## config.mk

```make
export PLATFORM = sky130hd
export DESIGN_NAME = vga_timing_gen
export DESIGN_NICKNAME = d
export VERILOG_FILES = /design/src/rtl/vga_timing_gen.sv
export SDC_FILE = /design/constraint.sdc
export NUM_CORES = 1
export LEC_CHECK = 0
export CELL_PAD_IN_SITES_DETAIL_PLACEMENT = 0
export CELL_PAD_IN_SITES_GLOBAL_PLACEMENT = 1
export CORE_AREA = 2 2 99 63
export CTS_CLUSTER_DIAMETER = 40
export CTS_CLUSTER_SIZE = 40
export DETAILED_ROUTE_END_ITERATION = 12
export DIE_AREA = 0 0 101 65
export PLACE_DENSITY_LB_ADDON = 0.1
export SYNTH_ARGS = -nofsm -noshare
export SYNTH_HDL_FRONTEND = slang
export SYNTH_SLANG_ARGS = --single-unit
```

## constraint.sdc

```tcl
create_clock -name clk -period 3.8 [get_ports clk]
set_clock_uncertainty 0.1 [all_clocks]
set_input_delay 0.76 -clock clk [delete_from_list [all_inputs] [get_ports clk]]
set_output_delay 0.76 -clock clk [all_outputs]
set_load 0.005 [all_outputs]
```

## src/rtl/vga_timing_gen.sv

```systemverilog
`default_nettype none
// ============================================================================
//  Module      : vga_timing_gen
//  Description : Pixel/line counters with zero-skew registered sync, active
//                and line/frame-start decodes for a VGA-style raster.
//  Revision    : 1.0 - initial release
// ============================================================================
module vga_timing_gen #(
    parameter int H_ACTIVE = 640,
    parameter int H_FP     = 16,
    parameter int H_SYNC   = 96,
    parameter int H_BP     = 48,
    parameter int V_ACTIVE = 480,
    parameter int V_FP     = 10,
    parameter int V_SYNC   = 2,
    parameter int V_BP     = 33
) (
    input  logic       clk,
    input  logic       rst,
    input  logic       ce,
    output logic       hsync,
    output logic       vsync,
    output logic       active,
    output logic [9:0] x,
    output logic [9:0] y,
    output logic       line_start,
    output logic       frame_start
);

    localparam int         c_h_total  = H_ACTIVE + H_FP + H_SYNC + H_BP;
    localparam int         c_v_total  = V_ACTIVE + V_FP + V_SYNC + V_BP;
    localparam logic [9:0] c_h_last   = 10'(c_h_total - 1);
    localparam logic [9:0] c_v_last   = 10'(c_v_total - 1);
    localparam logic [9:0] c_h_act    = 10'(H_ACTIVE);
    localparam logic [9:0] c_v_act    = 10'(V_ACTIVE);
    localparam logic [9:0] c_hs_start = 10'(H_ACTIVE + H_FP);
    localparam logic [9:0] c_hs_end   = 10'(H_ACTIVE + H_FP + H_SYNC);
    localparam logic [9:0] c_vs_start = 10'(V_ACTIVE + V_FP);
    localparam logic [9:0] c_vs_end   = 10'(V_ACTIVE + V_FP + V_SYNC);

    logic [9:0] r_x;
    logic [9:0] r_y;
    logic       r_hsync;
    logic       r_vsync;
    logic       r_active;
    logic       r_line_start;
    logic       r_frame_start;

    logic [9:0] w_x_next;
    logic [9:0] w_y_next;
    logic       w_hsync_next;
    logic       w_vsync_next;
    logic       w_active_next;
    logic       w_line_start_next;
    logic       w_frame_start_next;

    // The >= wrap test keeps the counters in range even from a corrupted state.
    always_comb begin
        w_x_next = r_x;
        w_y_next = r_y;
        if (ce) begin
            if (r_x >= c_h_last) begin
                w_x_next = '0;
                w_y_next = (r_y >= c_v_last) ? '0 : r_y + 10'd1;
            end else begin
                w_x_next = r_x + 10'd1;
            end
        end
    end

    // Decode the position about to be loaded so flags line up with x/y.
    always_comb begin
        w_hsync_next       = !((w_x_next >= c_hs_start) && (w_x_next < c_hs_end));
        w_vsync_next       = !((w_y_next >= c_vs_start) && (w_y_next < c_vs_end));
        w_active_next      = (w_x_next < c_h_act) && (w_y_next < c_v_act);
        w_line_start_next  = (w_x_next == 10'd0);
        w_frame_start_next = (w_x_next == 10'd0) && (w_y_next == 10'd0);
    end

    // Reset parks on the last pixel of the frame; its decode is all-idle.
    always_ff @(posedge clk or posedge rst) begin
        if (rst) begin
            r_x           <= c_h_last;
            r_y           <= c_v_last;
            r_hsync       <= 1'b1;
            r_vsync       <= 1'b1;
            r_active      <= 1'b0;
            r_line_start  <= 1'b0;
            r_frame_start <= 1'b0;
        end else if (ce) begin
            r_x           <= w_x_next;
            r_y           <= w_y_next;
            r_hsync       <= w_hsync_next;
            r_vsync       <= w_vsync_next;
            r_active      <= w_active_next;
            r_line_start  <= w_line_start_next;
            r_frame_start <= w_frame_start_next;
        end
    end

    assign x           = r_x;
    assign y           = r_y;
    assign hsync       = r_hsync;
    assign vsync       = r_vsync;
    assign active      = r_active;
    assign line_start  = r_line_start;
    assign frame_start = r_frame_start;

endmodule
`default_nettype wire

```

==> run metrics <==
antenna viol nets, final=0; Root Buffer=clkbuf_8; leakage power=between 0.7 and 0.8 nW; Post-synth EDFFs=0; Max Cap Viol=0; post-synth cell types=52; vias in the first global route=approximately 1400; Post-Synthesis Cells=180; final setup vio count=0; Total Power=~0.76 mW; Post-CTS Setup Bufs=0; total grt overflow=0; fin. max-slew vios=0; CORE AREA=slightly below 0.006 mm²; cts hold-fix bufs=0; Initial Util=between 20% and 30%; power per cell area=around 370 mW/mm²; area grow syn2layout=23.3%; largest net degree at the start of global routing=26; CP peak stage delay=~0.57 ns; normalized max-slew margin=approximately 32%; Netlist Area Pre-Place=roughly 0.0016 mm²; unrepaired setup endpoints after global routing=false; critical path type=in -> reg; share of the synthesized area in the top cell type=19.8%; Synth warnings=0; die height=around 65 µm; Final Instance Area=about 0.002 mm²; f_max=0.314 GHz; first-pass GRT wire length=about 7400 µm; Reg clk slew, reported paths=approximately 0.090 ns; placed inst area=about 0.0020 mm²; Mapped Nets=186; asr flop ratio synth=100%; first drt pass iteration count=4; dpl hpwl=3400 µm; Final period util=a little over four fifths; drt wl/cell=16.9 µm; commonest non-fill, non-tap cell in the layout=clkdlybuf4s50_1; fin util=a little over a third; # DRC=0; Avg Synthesized Cell Area=9.11 µm²; startpoint types=input port; worst slew pin tran=between 1 and 1.5 ns; most frequent cells in the layout=clkdlybuf4s50_1 (27), o21ai_0 (16), nand2_1 (14), nor2_1 (13), dfrtp_1 (13); antenna violations before repair=0; Slowest-stage cell, CP=clkdlybuf4s50_1; DR vias=between 1000 and 1500; die area=between 0.006 and 0.007 mm²; I/O Pins=28; H-tree Lvls=1; Worst Hold Class=reg -> reg; initial drt markers=approximately 120; Seq/Total Area, Yosys=39.1%; clk_lat worst skew=0.27 ns; Synth area leader=dfrtp_1; final net count=roughly 210; ANT cells=0; Most used DFF post-synth=dfrtp_1; Final Wtd Congestion=between 0.8 and 0.9; setup_tns=0 ns; worst endpoint required time=3.89 ns; via/cell ratio=5.41; crit-path cells=clkdlybuf4s50_1 -> inv_1 -> a211oi_4 -> o21ai_0 -> a22o_1 -> or4_1 -> o32ai_2; WL final=around 4700 µm; endpoint class of the critical path=flip-flop; #FFs+latches synth=25; endpoints failing hold=0; Area contributors post-synth=dfrtp_1 (20%), dfstp_2 (19%), o21ai_0 (4.9%); Filler cells=just over 600; worst vdd ir=224 µV; gr usage total=between 10% and 20%; WP data arrival=3.27 ns; CP Max Fanout=15; IO buf count=27; post-route minimum period=roughly 3.2 ns; share of layout cells above drive strength 1=around 17%; die width=between 100 and 150 µm; cts repair resizes=0; CTS Sinks=25; Longest Clk Path Bufs=2; Row Count=22; CTS tree=done; status=completed; CTS Buf Count=3
==> synthesized netlist by cell type, drive strengths merged, types with 2 or more instances <==
cell	instances
inv	8
nor2	13
a41oi	2
clkbuf	3
buf	7
a21boi	2
or3	3
nand2	14
a21oi	9
nor2b	4
a211oi	3
o31ai	2
nand3	5
nor3	5
a22o	7
and2	2
a31o	2
nor4	3
o21ai	18
and3	6
and4b	2
dfrtp	13
nand4	7
xnor2	4
xor2	4
or4	2
mux2	2
ha	3
dfstp	12
==> where the power goes <==
part           leakage [nW]  switching, mW  total [mW]  internal (mW)
Sequential            0.296         0.0616       0.380          0.319
Combinational         0.440         0.0951       0.211          0.116
Clock                0.0228         0.0907       0.166         0.0752
==> through the flow <==
step | std cells | hold WS, ns | setup WS, ns
2_1_floorplan | 180 | 0.375 | 1.18
3_3_place_gp | 273 | 0.375 | 0.445
3_5_place_dp | 273 | 0.377 | 0.374
4_1_cts | 277 | 0.396 | 0.662
5_1_grt | 277 | 0.412 | 0.509
6_report | 277 | 0.393 | 0.616
==> worst paths after layout <==
| path | end | start | slack (ns) | cells past startpoint |
|---|---|---|---|---|
| setup / recovery | frame_start$_DFFE_PP0P_ | ce | 0.62 | 7 |
| max in group asynchronous | line_start$_DFFE_PP0P_ | rst | 2.06 | 2 |
| setup reg to reg | frame_start$_DFFE_PP0P_ | x[0]$_DFFE_PP1P_ | 0.71 | 7 |
| min in group asynchronous | y[8]$_DFFE_PP0P_ | rst | 0.92 | 2 |
| hold reg to reg | hsync$_DFFE_PP1P_ | hsync$_DFFE_PP1P_ | 0.39 | 2 |
| hold / removal | hsync$_DFFE_PP1P_ | hsync$_DFFE_PP1P_ | 0.39 | 2 |
==> cell families (layout without fill, tap and decap cells) <==
kind of cell / Yosys count / after routing / share of synthesized area (%)
simple gates: 69 / 69 / 24.2
compound gates: 54 / 54 / 23.3
flops: 25 / 25 / 39.1
buf+inv: 19 / 44 / 5.49
xor+xnor: 8 / 8 / 4.27
fa+ha+maj: 3 / 3 / 2.29
mux: 2 / 2 / 1.37
==> worst max-delay path: cells and delay by family <==
family                 cells  cell delay, ns
buffers and inverters      2            0.75
AND/OR/NAND/NOR            1            0.50
AO/OA/AOI/OAI              4            1.25
==> final cells by class <==
cell class              instances  area (µm²)  area share [%]
flip-flops and latches         25         641            31.7
multi-input cells             136         910            45.0
inverters                       8        30.0            1.48
clock buffers                   4        45.0            2.23
well taps                      72        90.1            4.45
repair buffers                 32         308            15.2
==> sequential cells by signal, indices dropped and copies added (netlist names) <==
name,flops
x,10
y,10
active,1
frame_start,1
hsync,1
line_start,1
vsync,1
==> per-layer routing <==
layer	global-route usage (%)	part of all wire [%]	wire length, µm
met4	2.20	0.81	38
met5	0	0	0
met3	3.56	4.7	221
met1	24.0	56	2610
met2	19.6	39	1820
No activity file was read; power rests on OpenSTA's default activity.
